## config.mk

```make
export PLATFORM = sky130hd
export DESIGN_NAME = mio_bus_ctrl
export DESIGN_NICKNAME = d
export VERILOG_FILES = /design/src/rtl/mio_bus_ctrl.sv
export SDC_FILE = /design/constraint.sdc
export NUM_CORES = 1
export LEC_CHECK = 0
export CORE_ASPECT_RATIO = 0.7
export CORE_MARGIN = 8
export CORE_UTILIZATION = 41
export DETAILED_ROUTE_END_ITERATION = 6
export PLACE_DENSITY = 0.88
export SETUP_SLACK_MARGIN = 0.1
export SYNTH_ARGS = -nofsm -noshare
export SYNTH_HDL_FRONTEND = slang
export SYNTH_SLANG_ARGS = --single-unit
```

## constraint.sdc

```tcl
create_clock -name clk -period 9.9 [get_ports clk]
set_input_delay 1.98 -clock clk [delete_from_list [all_inputs] [get_ports clk]]
set_output_delay 1.98 -clock clk [all_outputs]
set_load 0.02 [all_outputs]
```

## src/rtl/mio_bus_ctrl.sv

```systemverilog
// mio_bus_ctrl -- CPU-to-peripheral bus controller.
//
// Decodes each CPU access into one of N_SLV address windows. If several windows
// match, the lowest index wins. It then runs a registered select/ack handshake
// with that slot and returns one cpu_ready pulse per access. One slot
// (SHARED_SLOT) is shared with the display reader. While disp_busy is high, that
// slot's select is masked, so the display always has priority.
//
// Optional feature: define MIO_BUS_TIMEOUT_EN to add an 8-bit ack timeout. When
// it expires, the access ends with cpu_err and ERR_DATA.
//
// Ports
//   clk, rst         clock, asynchronous active-high reset
//   cpu_req/we/addr  CPU request. cpu_req is held high until cpu_ready.
//   cpu_wdata        CPU write data
//   cpu_rdata        read data, valid with cpu_ready, held until the next capture
//   cpu_ready        one-cycle completion pulse
//   cpu_err          unmapped address or timeout, valid with cpu_ready
//   disp_busy        display owns the shared slot
//   slv_sel          one-hot slot select, held until ack
//   slv_we           write strobe, qualified by slv_sel
//   slv_addr/wdata   registered address / write data
//   slv_rdata        packed per-slot read data
//   slv_ack          per-slot completion
module mio_bus_ctrl #(
    parameter int                       N_SLV       = 4,
    parameter int                       ADDR_W      = 32,
    parameter int                       DATA_W      = 32,
    parameter logic [N_SLV*ADDR_W-1:0]  SLV_BASE    = {32'h000E_0100, 32'h000E_0100,
                                                       32'h000C_0000, 32'h0000_0000},
    parameter logic [N_SLV*ADDR_W-1:0]  SLV_MASK    = {32'hFFFF_FF00, 32'hFFFF_FF80,
                                                       32'hFFFF_0000, 32'hFFFF_0000},
    parameter int                       SHARED_SLOT = 1,
    parameter int                       TIMEOUT     = 255,
    parameter logic [DATA_W-1:0]        ERR_DATA    = 32'hDEAD_BEEF
) (
    input  logic                      clk,
    input  logic                      rst,
    input  logic                      cpu_req,
    input  logic                      cpu_we,
    input  logic [ADDR_W-1:0]         cpu_addr,
    input  logic [DATA_W-1:0]         cpu_wdata,
    output logic [DATA_W-1:0]         cpu_rdata,
    output logic                      cpu_ready,
    output logic                      cpu_err,
    input  logic                      disp_busy,
    output logic [N_SLV-1:0]          slv_sel,
    output logic                      slv_we,
    output logic [ADDR_W-1:0]         slv_addr,
    output logic [DATA_W-1:0]         slv_wdata,
    input  logic [N_SLV*DATA_W-1:0]   slv_rdata,
    input  logic [N_SLV-1:0]          slv_ack
);

    localparam logic [1:0] S_IDLE   = 2'd0;
    localparam logic [1:0] S_ACCESS = 2'd1;
    localparam logic [1:0] S_RESP   = 2'd2;

    logic [1:0]        state_q, state_d;
    logic [N_SLV-1:0]  sel_q, sel_d;
    logic              we_q, we_d;
    logic [ADDR_W-1:0] addr_q, addr_d;
    logic [DATA_W-1:0] wdata_q, wdata_d;
    logic [DATA_W-1:0] rdata_q, rdata_d;
    logic              err_q, err_d;

    // One-hot mask of the shared slot. It is built with a loop so that
    // SHARED_SLOT == N_SLV (sharing disabled) yields an all-zero mask.
    logic [N_SLV-1:0] share_mask;
    always_comb begin
        share_mask = '0;
        for (int i = 0; i < N_SLV; i++)
            if (i == SHARED_SLOT) share_mask[i] = 1'b1;
    end

    // The select the slaves actually see. The display steals the shared slot.
    logic [N_SLV-1:0] eff_sel;
    assign eff_sel = sel_q & ~(share_mask & {N_SLV{disp_busy}});

    // Only an ack on a visibly selected slot counts. Acks on other slots, or on
    // the masked shared slot, are ignored.
    logic              ack_hit;
    logic [DATA_W-1:0] rd_mux;
    assign ack_hit = |(slv_ack & eff_sel);
    always_comb begin
        rd_mux = '0;
        for (int i = 0; i < N_SLV; i++)
            if (eff_sel[i] && slv_ack[i]) rd_mux = slv_rdata[i*DATA_W +: DATA_W];
    end

    // Address decode with lowest-index priority.
    logic [N_SLV-1:0] hit;
    logic             found;
    always_comb begin
        hit   = '0;
        found = 1'b0;
        for (int i = 0; i < N_SLV; i++) begin
            if (!found &&
                ((cpu_addr & SLV_MASK[i*ADDR_W +: ADDR_W]) == SLV_BASE[i*ADDR_W +: ADDR_W])) begin
                hit[i] = 1'b1;
                found  = 1'b1;
            end
        end
    end

    logic tmo;
`ifdef MIO_BUS_TIMEOUT_EN
    logic [7:0] cnt_q, cnt_d;
    // Fires on the TIMEOUT-th visibly selected cycle without an ack. An ack in
    // the same cycle takes precedence.
    assign tmo = (|eff_sel) && !ack_hit && (cnt_q == 8'(TIMEOUT - 1));
    always_comb begin
        cnt_d = cnt_q;
        if (state_q == S_IDLE)
            cnt_d = '0;
        else if (state_q == S_ACCESS && (|eff_sel) && !ack_hit)
            cnt_d = cnt_q + 8'd1;
    end
    always_ff @(posedge clk or posedge rst) begin
        if (rst) cnt_q <= '0;
        else     cnt_q <= cnt_d;
    end
`else
    assign tmo = 1'b0;
`endif

    always_comb begin
        state_d = state_q;
        sel_d   = sel_q;
        we_d    = we_q;
        addr_d  = addr_q;
        wdata_d = wdata_q;
        rdata_d = rdata_q;
        err_d   = err_q;
        case (state_q)
            S_IDLE: begin
                if (cpu_req) begin
                    addr_d  = cpu_addr;
                    wdata_d = cpu_wdata;
                    we_d    = cpu_we & found;
                    if (found) begin
                        sel_d   = hit;
                        err_d   = 1'b0;
                        state_d = S_ACCESS;
                    end else begin
                        err_d   = 1'b1;
                        rdata_d = ERR_DATA;
                        state_d = S_RESP;
                    end
                end
            end
            S_ACCESS: begin
                if (ack_hit) begin
                    rdata_d = we_q ? '0 : rd_mux;
                    err_d   = 1'b0;
                    sel_d   = '0;
                    we_d    = 1'b0;
                    state_d = S_RESP;
                end else if (tmo) begin
                    rdata_d = ERR_DATA;
                    err_d   = 1'b1;
                    sel_d   = '0;
                    we_d    = 1'b0;
                    state_d = S_RESP;
                end
            end
            S_RESP: begin
                err_d   = 1'b0;
                state_d = S_IDLE;
            end
            default: state_d = S_IDLE;
        endcase
    end

    always_ff @(posedge clk or posedge rst) begin
        if (rst) begin
            state_q <= S_IDLE;
            sel_q   <= '0;
            we_q    <= 1'b0;
            addr_q  <= '0;
            wdata_q <= '0;
            rdata_q <= '0;
            err_q   <= 1'b0;
        end else begin
            state_q <= state_d;
            sel_q   <= sel_d;
            we_q    <= we_d;
            addr_q  <= addr_d;
            wdata_q <= wdata_d;
            rdata_q <= rdata_d;
            err_q   <= err_d;
        end
    end

    assign cpu_ready = (state_q == S_RESP);
    assign cpu_err   = err_q;
    assign cpu_rdata = rdata_q;
    assign slv_sel   = eff_sel;
    assign slv_we    = we_q;
    assign slv_addr  = addr_q;
    assign slv_wdata = wdata_q;

endmodule
```

### Word level (Yosys, flattened, before mapping)

Cells that the tools add are included.

| word-level totals | value |
|---|---|
| input bits | 201 |
| output and inout bits | 103 |
| register bits | 104 |

| operators by class | value |
|---|---|
| multiplexer cells | 30 |
| bitwise gates (word level) | 4 |
| eq/ne operators | 9 |
| reductions and logical operators | 21 |

Operators by type and width:

| operator | number |
|---|---|
| $mux W32 | 8 |
| $pmux W32 S2 | 1 |
| $logic_not A32 Y1 | 1 |
| $eq A25 B13 Y1 const B | 1 |
| $eq A24 B12 Y1 const B | 1 |
| $eq A16 B4 Y1 const B | 1 |
| $mux W4 | 3 |
| $mux W1 | 11 |
| $and A4 B4 Y4 | 2 |
| $ne A2 B2 Y1 const B | 4 |
| $pmux W4 S2 | 1 |
| $reduce_and A4 Y1 | 2 |
| $logic_and A1 B1 Y1 | 7 |
| $mux W2 | 3 |
| $reduce_and A3 Y1 | 2 |
| $not A2 Y4 | 1 |
| $pmux W2 S2 | 1 |
| $reduce_and A2 Y1 | 2 |
| $reduce_or A4 Y1 | 1 |
| $logic_not A1 Y1 | 3 |
| $pmux W1 S3 | 1 |
| $reduce_bool A3 Y1 | 1 |
| $eq A2 B1 Y1 const B | 1 |
| $eq A2 B2 Y1 const B | 1 |
| 4 further kinds | 4 |

### Logic depth before layout (Yosys ltp)

| logic depth | value |
|---|---|
| word-level depth | 14 |
| gate-level depth with buffers | 8 |
| mapped depth without buffers | 6 |

### Worst setup path before layout

OpenSTA, ideal clock, no wires.

| timing path | value |
|---|---|
| kind | input port to output port |
| from | input disp_busy |
| to | output slv_sel[1] |
| cell stages on the path | 1 |
| slack | 5.585 ns |
| data required time | 7.920 ns |
| path buffers | 0 |
| arrival | 2.335 ns |
| path through | nor2b_1 |

| between the ends | value |
|---|---|
| word-level cells in the longest chain between the ends | 2 |

Ends and longest elaborated chain:

| item | line | source |
|---|---|---|
| from (decl) | 46 | `input logic disp_busy,` |
| $not A2 Y4 | 78 | `assign eff_sel = sel_q & ~(share_mask & {N_SLV{disp_busy}});` |
| $and A4 B4 Y4 | 78 |  |
| to (decl) | 47 | `output logic [N_SLV-1:0] slv_sel,` |

Every way passes these cells.

### Worst setup path after layout

Ends and elaborated chain as after synthesis.

==> results.toml <==
[pwr]
p_leak_nw = 3.275
peakVddDrop_v = 0.0001743
power.density_mw_per_mm2 = 210.8

[timing]
finalSetupTns_ns = 0
period_needed_ns = 5.252
tightest_slew_ns = 1.312
timing.fmax_mhz = 190.4
fin_crit_sh = 0.5305
hold_ws_ns = 0.5061
slew_violations = 0
slew_headroom = 0.1253
finalHoldViolations = 0
rsz0062_at_grt = "no"
finClkSkew_ns = 0.009477
setup_viol = 0

[routing]
drt_iter0_drc = 350
wl_um = 19520
dr_total_vias = 4881
first_pass_iters = 5
drt-wirelength-per-cell_um = 22.33
drtAntennaViolNets = 0
met3WireLength_um = 2041
via_per_inst = 5.585
wl_met2_um = 9599
drt-met1-wl_um = 7414
drc_errors = 0
top_layer_used = "met5"

[synthesis]
synth_cell_type_count = 37
syn-cell-area_sq_mm = 0.005194
synth_nets = 632
synth_seq_area_share = 0.5011
avgSynthCellArea_sq_um = 12.13
ys_ff_latch = 104
yosysWarnings = 0
syn_inst = 428

[clock_tree]
cts_resized = 0
root_buffer = "clkbuf_16"
cts.sinks = 104
worst_skew_pair.late_latency_ns = 0.35
numCtsBuffers = 9
clk_pin_slew_ns = 0.07
postCtsSetupBuffers = 0
cts_hold_repair.buffers = 0
cts_tree = "done"
ctsHtreeMaxLevel = 3
cts_max_path_buffers = 2

[setup_path]
r2r_slack_ns = 6.30
critical_path_class = "in2out"
path_max_fanout = 3
critPathArrivalTime_ns = 3.27
worst-endpoint-required_ns = 7.92
startpoint_type = "primary input"
cp-end-kind = "output pin"

[placed_design]
dpl_cell_area_sq_mm = 0.008277
dp_hpwl_um = 15150
portBuffers = 303
place_congestion = 0.8382

[final_layout]
antenna_cells = 0
nets = 911
area_delta_synth_final_pct = 65.07
final_area_sq_mm = 0.008573
fillers = 887
drive_gt1_frac = 0.1756

[die]
dieArea_sq_mm = 0.01658
start_util = 0.4195
rows = 34
io-pin-count = 304
dieWidth_um = 150.5
die_h_um = 110.2
core-area_sq_mm = 0.01238

[min_path]
hold_path.class = "reg2reg"

[global_routing]
grt_max_degree = 69
grt.total_usage = 0.2248
antenna_found_initial = 1
grt_pass1_wl_um = 29410
grt_overflow_total = 0
grt_pass1_vias = 5181

[status]
outcome = "finished, final reports clean"

[flow_run]
cap_violations = 0
-- report_power, final --
group	internal [mW]	switching, mW	total (mW)
sequential	0.563	0.0732	0.636
clock	0.178	0.173	0.351
combinational	0.446	0.374	0.820
-- worst max-delay path, cell delays in order --
cell and delay, ns:
clkdlybuf4s50_1 0.42, nor2b_1 0.22, clkdlybuf4s50_1 0.65
-- layout by cell type (no fill, tap or decap), types with 2 or more instances in the layout --
master,count
inv_1,7
o21ai_0,3
and2_1,2
buf_4,4
nor2b_1,2
clkinv_8,2
nor4_1,4
o22ai_1,2
a31oi_1,8
ha_1,3
mux2_2,68
dfrtp_1,104
clkdlybuf4s50_1,303
nor2_1,3
a32oi_1,25
nand3_1,35
o221ai_1,32
mux2_4,30
nand2_1,39
a21oi_1,4
clkinv_4,3
clkbuf_16,9
-- registers in the layout, indices dropped and copies added (netlist names) --
name,cells
state_q,2
cpu_rdata,32
cpu_err,1
slv_we,1
slv_wdata,32
sel_q,4
slv_addr,32
-- path summary, 6_finish.rpt --
| path | startpoint | end | cells after the start |
|---|---|---|---|
| max | disp_busy | slv_sel[1] | 3 |
| min | slv_wdata[2] | slv_wdata[2] | 1 |
| max reg2reg | sel_q[3] | cpu_rdata[0] | 5 |
| max in group asynchronous | rst | slv_addr[8] | 3 |
| min reg2reg | slv_wdata[2] | slv_wdata[2] | 1 |
| min in group asynchronous | rst | slv_wdata[28] | 2 |
-- stage by stage --
step / cells / utilization / total power, mW / worst slack [ns]
after global routing: 874 / 0.6925 / 1.892 / 4.382
after CTS: 874 / 0.6925 / 1.833 / 4.643
after global placement: 858 / 0.6686 / 1.442 / 4.532
after floorplan: 428 / - / 1.039 / 5.188
final: 874 / 0.6925 / 1.807 / 4.648
after detailed placement: 858 / 0.6686 / 1.473 / 4.353
-- cell usage after synthesis --
cell type / number / share of area
dfrtp_1: 104 / 0.50
ha_1: 3 / 0.0072
or4_4: 1 / 0.0022
nor3_1: 1 / 0.00096
nand4b_1: 1 / 0.0017
mux2_2: 68 / 0.15
a21oi_1: 4 / 0.0039
a22oi_2: 1 / 0.0024
buf_4: 3 / 0.0043
o21ai_0: 3 / 0.0029
nand3_1: 35 / 0.034
a32oi_1: 25 / 0.042
o221ai_1: 32 / 0.054
mux2_4: 30 / 0.087
nand2_1: 40 / 0.029
o21a_1: 1 / 0.0014
a21boi_0: 1 / 0.0014
nand4_1: 1 / 0.0012
nor2_1: 3 / 0.0022
a21o_4: 1 / 0.0029
a32o_2: 1 / 0.0022
nor4_1: 4 / 0.0048
or3_1: 1 / 0.0012
inv_1: 8 / 0.0058
a31oi_1: 8 / 0.0096
nor2b_1: 2 / 0.0024
a21o_1: 1 / 0.0014
or2_2: 1 / 0.0012
clkbuf_1: 31 / 0.022
and2_1: 2 / 0.0024
o22ai_1: 2 / 0.0024
buf_6: 4 / 0.0087
nor4b_1: 1 / 0.0017
nand3b_1: 1 / 0.0014
buf_1: 1 / 0.00072
nand2b_1: 1 / 0.0012
and2_4: 1 / 0.0017
-- logic make-up (layout without fill, tap and decap cells) --
family / Yosys count / after routing / share of synthesized area
flops: 104 / 104 / 0.5011
mux: 98 / 98 / 0.2342
simple gates: 96 / 96 / 0.08890
compound gates: 80 / 80 / 0.1267
buf+inv: 47 / 331 / 0.04192
fa+ha+maj: 3 / 3 / 0.007228
-- metal layers --
| layer | track usage | vias to the layer above |
|---|---|---|
| li1 | - | 2183 |
| met1 | 0.2677 | 2371 |
| met2 | 0.3813 | 278 |
| met3 | 0.08116 | 47 |
| met4 | 0.05970 | 2 |
| met5 | 0 | - |
-- cell type report --
class | instances | area, sq um | share of cell area
Clock buffer | 10 | 229.0 | 0.02671
Timing Repair Buffer | 307 | 3063 | 0.3573
Inverter | 8 | 32.53 | 0.003795
Clock inverter | 6 | 67.56 | 0.007881
Tap cell | 162 | 202.7 | 0.02364
Sequential cell | 104 | 2603 | 0.3036
Multi-Input combinational cell | 277 | 2376 | 0.2771
Power figures use the tool's default switching activity.
==> RTL edit 1, RTL diff (same settings) <==
`addr_q`, `wdata_q` and `rdata_q` no longer have a reset.
--- a/src/rtl/mio_bus_ctrl.sv
+++ b/src/rtl/mio_bus_ctrl.sv
@@ -177,19 +177,19 @@
             state_q <= S_IDLE;
             sel_q   <= '0;
             we_q    <= 1'b0;
-            addr_q  <= '0;
-            wdata_q <= '0;
-            rdata_q <= '0;
             err_q   <= 1'b0;
         end else begin
             state_q <= state_d;
             sel_q   <= sel_d;
             we_q    <= we_d;
-            addr_q  <= addr_d;
-            wdata_q <= wdata_d;
-            rdata_q <= rdata_d;
             err_q   <= err_d;
         end
+    end
+
+    always_ff @(posedge clk) begin
+        addr_q  <= addr_d;
+        wdata_q <= wdata_d;
+        rdata_q <= rdata_d;
     end
 
     assign cpu_ready = (state_q == S_RESP);
Behaviour: not the same (Yosys sat finds a counterexample within 4 cycles, from zero or initial values and one cycle with rst high).
==> RTL edit 1 against the unedited design <==
Wire length shrank 2.0%. Fmax rose by 2.6%. Final area shrank 4.6%. Final cell count is 4.0% lower. Clock skew decreased by 0.0033 ns. Setup slack better by 0.13 ns. Worst hold slack better by 0.022 ns. First-iteration DRC count increased by 71%. Die area fell by 6.9%. Core utilization is 1.5 points higher. Power decreased by 27%. Synthesized area shrank 7.9%. Sequential cell count stayed put. Synthesized cell count down 7.7%. Critical endpoint unchanged. Largest cell class is now flip-flops and latches. Largest power group is now sequential cells.
==> RTL edit 1: results (changes against the unedited design) <==
| Metric | Value |
|---|---|
| Worst Max-Slew Pin Slew | 1.31 ns (about the same) |
| Combinational power share | 31.4% (was 45.4%) |
| Fmax achieved | 195 MHz (was 190 MHz) |
| Ranking of synthesized cells by area | edfxtp_1, a311o_1, dfrtp_1, nand4_1, nand3b_1 (was dfrtp_1, mux2_2, mux2_4, o221ai_1, a32oi_1) |
| Via count | 4,638 (was 4,881) |
| Most frequent cell after synthesis | edfxtp_1 (was dfrtp_1) |
| Sw Share | 29.4% (was 34.3%) |
| Hold Crit Start | cpu_err$_DFFE_PP0P_ (was slv_wdata[2]$_DFFE_PP0P_) |
| Post-CTS Setup Inserts | 0 (unchanged) |
| Hold Path Cell Cnt | 2 (was 1) |
| Reg2reg start | sel_q[2]$_DFFE_PP0P_ (was sel_q[3]$_DFFE_PP0P_) |
| Share of layout cells above drive strength 1 | 4.69% (was 17.6%) |
| Critical Path AT | 3.14 ns (was 3.27 ns) |
| Placed cell count | 823 (was 858) |
| Initial antenna violation count | 0 (was 1) |
| Status | complete, no violations (unchanged) |
| Final Skew | 0.00617 ns (was 0.00948 ns) |
| Cell count of the worst reg-to-reg path | 4 (was 5) |
| Commonest cells post-synth | edfxtp_1, nand2_1, clkbuf_1, nand4_1, nor2_1 (was dfrtp_1, mux2_2, nand2_1, nand3_1, o221ai_1) |
| Largest net degree at the start of global routing | 66 (was 69) |
| Synth Area in Adders | 0.785% (was 0.723%) |
| Detailed Place HPWL | 14,600 um (was 15,200 um) |
| Post-Synth XOR/XNOR Area | 0.183% (was 0%) |
| Synth unique cells | 39 (was 37) |
| Tot GR Track Use | 23.6% (was 22.5%) |
| Core Util, Final | 70.8% (was 69.3%) |
| Placer Congestion | 0.898 (was 0.838) |
| Hold Slack | 0.528 ns (was 0.506 ns) |
| Syn Area/Cell | 12.1 um^2 (about the same) |
| Sequential power | 0.590 mW (was 0.636 mW) |
| Post-place setup slack | 4.78 ns (was 4.35 ns) |
| Mux cell area share after synthesis | 0.445% (was 23.4%) |
| Drt wl/cell | 22.8 um (was 22.3 um) |
| Hold EP | cpu_err$_DFFE_PP0P_ (was slv_wdata[2]$_DFFE_PP0P_) |
| Syn nets | 599 (was 632) |
| Pwr Density | 162 mW/mm^2 (was 211 mW/mm^2) |
| Compound-cell area share of the yosys netlist | 10.6% (was 12.7%) |
| Register area share after synthesis | 64.4% (was 50.1%) |
| Drt first-iter violations | 600 (was 350) |
| VDD IR max | 98.2 uV (was 174 uV) |
| Post-synth EDFFs | 96 (was 0) |
| Layout Nets | 881 (was 911) |
| Area after DPL | 0.00791 mm^2 (was 0.00828 mm^2) |
| Vias in the first global route | 4,642 (was 5,181) |
| Leak | 2.76 nW (was 3.28 nW) |
| Crit Reg-Reg Endpoint | cpu_rdata[18]$_SDFFCE_PP1P_ (was cpu_rdata[0]$_DFFE_PP0P_) |
| Num CTS Buffers | 9 (unchanged) |
| Fin cells | 839 (was 874) |
| R2R setup slack | 7.18 ns (was 6.30 ns) |
| Filler Cell Count | 794 (was 887) |
## RTL edit 1: changes by cell type in the layout (fill, tap and decap cells not counted), moves of 21 or more
cell      change
o221ai_1     -32
nand4_1      +31
nor2_1       +24
dfrtp_1      -96
a32oi_1      -21
edfxtp_1     +96
a311o_1      +24
mux2_2       -68
nand3b_1     +24
mux2_4       -30
## RTL edit 1: critical path, cell delays in order
cell and delay, ns:
clkdlybuf4s50_1 0.43, nor2b_1 0.12, clkdlybuf4s50_1 0.61
## RTL edit 1: final cells by class
class,instances,area share (%)
clock buffer,11,2.84
clock inverter,5,0.428
inverter,5,0.229
multi-input combinational,248,18.8
sequential,104,37.7
tap,157,2.40
timing repair buffer,309,37.6
## RTL edit 1: metal layers
metal | part of all wire, % | global-route usage [%] | vias to the layer above
met5 | 0 | 0 | -
met4 | 1.6 | 6.14 | 0
met3 | 8.8 | 6.49 | 28
met2 | 53 | 43.0 | 286
met1 | 37 | 27.2 | 2236
li1 | - | - | 2088
==> RTL edit 2, RTL diff (config.mk and constraints unchanged) <==
Without the edit above. `DATA_W`: 32 -> 48.
--- a/src/rtl/mio_bus_ctrl.sv
+++ b/src/rtl/mio_bus_ctrl.sv
@@ -25,7 +25,7 @@
 module mio_bus_ctrl #(
     parameter int                       N_SLV       = 4,
     parameter int                       ADDR_W      = 32,
-    parameter int                       DATA_W      = 32,
+    parameter int                       DATA_W      = 48,
     parameter logic [N_SLV*ADDR_W-1:0]  SLV_BASE    = {32'h000E_0100, 32'h000E_0100,
                                                        32'h000C_0000, 32'h0000_0000},
     parameter logic [N_SLV*ADDR_W-1:0]  SLV_MASK    = {32'hFFFF_FF00, 32'hFFFF_FF80,
Ports: changed (resized cpu_rdata, cpu_wdata, slv_rdata and slv_wdata); port bits go from 304 to 416. The function was not compared with the original's and may differ.
==> RTL edit 2 against the unedited design <==
Power rose by 37%. Setup slack lost 0.075 ns. Synthesized area up 25%. Wire length rose by 40%. Final area increased by 32%. Clock power grew 80%. Critical endpoint unchanged. Via count increased by 32%. Sequential cell count rose by 32.
==> RTL edit 2: results (changes against the unedited design) <==
| Metric | Value |
|---|---|
| H-Tree Depth | 4 (was 3) |
| Drt total wl | 27,300 um (was 19,500 um) |
| VDD IR max | 174 uV (about the same) |
| Layout Nets | 1,222 (was 911) |
| Filler Cell Count | 1,070 (was 887) |
| Initial antenna violation count | 3 (was 1) |
| Hold Crit Start | cpu_rdata[26]$_DFFE_PP0P_ (was slv_wdata[2]$_DFFE_PP0P_) |
| Drt wl/cell | 23.7 um (was 22.3 um) |
| Detailed Place HPWL | 20,700 um (was 15,200 um) |
| Internal power | 1.64 mW (was 1.19 mW) |
| Crit Reg-Reg Endpoint | cpu_rdata[21]$_DFFE_PP0P_ (was cpu_rdata[0]$_DFFE_PP0P_) |
| Drt first-iter violations | 529 (was 350) |
| Worst-skew pair later-pin latency | 0.41 ns (was 0.35 ns) |
| Final Skew | 0.0154 ns (was 0.00948 ns) |
| Status | complete, no violations (unchanged) |
| Share of layout cells above drive strength 1 | 15.5% (was 17.6%) |
| Syn nets | 832 (was 632) |
| Num CTS Buffers | 17 (was 9) |
| Commonest cells post-synth | dfrtp_1, mux2_2, nor2_1, a221oi_1, clkbuf_1 (was dfrtp_1, mux2_2, nand2_1, nand3_1, o221ai_1) |
| Tot GR Track Use | 26.2% (was 22.5%) |
| Worst Max-Slew Pin Slew | 1.17 ns (was 1.31 ns) |
| Register area share after synthesis | 52.3% (was 50.1%) |
| Post-DR vias/cell | 5.60 (was 5.58) |
| Leak | 4.40 nW (was 3.28 nW) |
| First-pass GRT wire length | 41,200 um (was 29,400 um) |
[RTL edit 2: cell count changes after synthesis, moves of 27 or more]
cell      change
nor2_1       +74
a221oi_1     +48
nand3_1      -34
dfrtp_1      +32
nand2_1      -31
o221ai_1     -31
mux2_4       -30
mux2_2       +28
a22o_1       +27
[RTL edit 2: worst max-delay path by stage]
stage                         start  slack, ns  cells after the start                  end
after detailed placement  disp_busy       4.57                      3           slv_sel[1]
after CTS                 disp_busy       4.57                      3           slv_sel[1]
after global routing      disp_busy       4.54                      3           slv_sel[1]
after global placement    disp_busy       4.59                      3           slv_sel[1]
final                     disp_busy       4.57                      3           slv_sel[1]
after floorplan                 rst       4.28                      1  cpu_err$_DFFE_PP0P_
[RTL edit 2: logic make-up (layout without fill, tap and decap cells)]
logic type | Yosys count | count (layout) | share of synthesized area, %
fa+ha+maj | 3 | 3 | 0.577
xor+xnor | 1 | 1 | 0.135
other cells | 0 | 1 | 0
simple gates | 108 | 108 | 7.46
flops | 136 | 136 | 52.3
buf+inv | 55 | 458 | 3.87
mux | 105 | 105 | 18.2
compound gates | 140 | 140 | 17.5
[RTL edit 2: layer usage]
| metal | vias to the layer above | GRT usage (%) | wire (um) |
|---|---|---|---|
| met5 | - | 0 | 20 |
| met4 | 4 | 11.8 | 1100 |
| met3 | 73 | 11.1 | 2830 |
| met2 | 364 | 44.5 | 13500 |
| met1 | 3121 | 28.6 | 9870 |
| li1 | 2888 | - | - |
[RTL edit 2: critical path, cell delays in order]
cell and delay [ns]:
clkdlybuf4s50_1 0.42, nor2b_1 0.28, clkdlybuf4s50_1 0.67
[RTL edit 2: per-stage QoR]
stage / setup slack, ns / cells / hold slack (ns) / power (mW)
floorplan: 4.28 / 548 / 0.464 / 1.31
global placement: 4.59 / 1119 / 0.465 / 1.84
detailed placement: 4.57 / 1119 / 0.474 / 1.87
CTS: 4.57 / 1151 / 0.502 / 2.51
global route: 4.54 / 1152 / 0.516 / 2.59
finish: 4.57 / 1152 / 0.498 / 2.48
[RTL edit 2: cell type report]
cell class | instances | area [um^2] | share of cell area [%]
clock buffers | 17 | 425 | 3.75
repair buffers | 421 | 4200 | 37.0
flip-flops and latches | 136 | 3400 | 30.0
diodes | 1 | 2.50 | 0.0221
clock inverters | 15 | 154 | 1.36
multi-input cells | 357 | 2890 | 25.4
well taps | 200 | 250 | 2.21
inverters | 5 | 23.8 | 0.210
[RTL edit 2: power by group through the flow]
stage	Combinational, mW	Sequential, mW	Clock (mW)
after detailed placement	1.05	0.820	0
after global routing	1.09	0.834	0.667
after global placement	1.03	0.807	0
after floorplan	0.278	1.03	0
final	1.04	0.813	0.631
after CTS	1.05	0.813	0.641
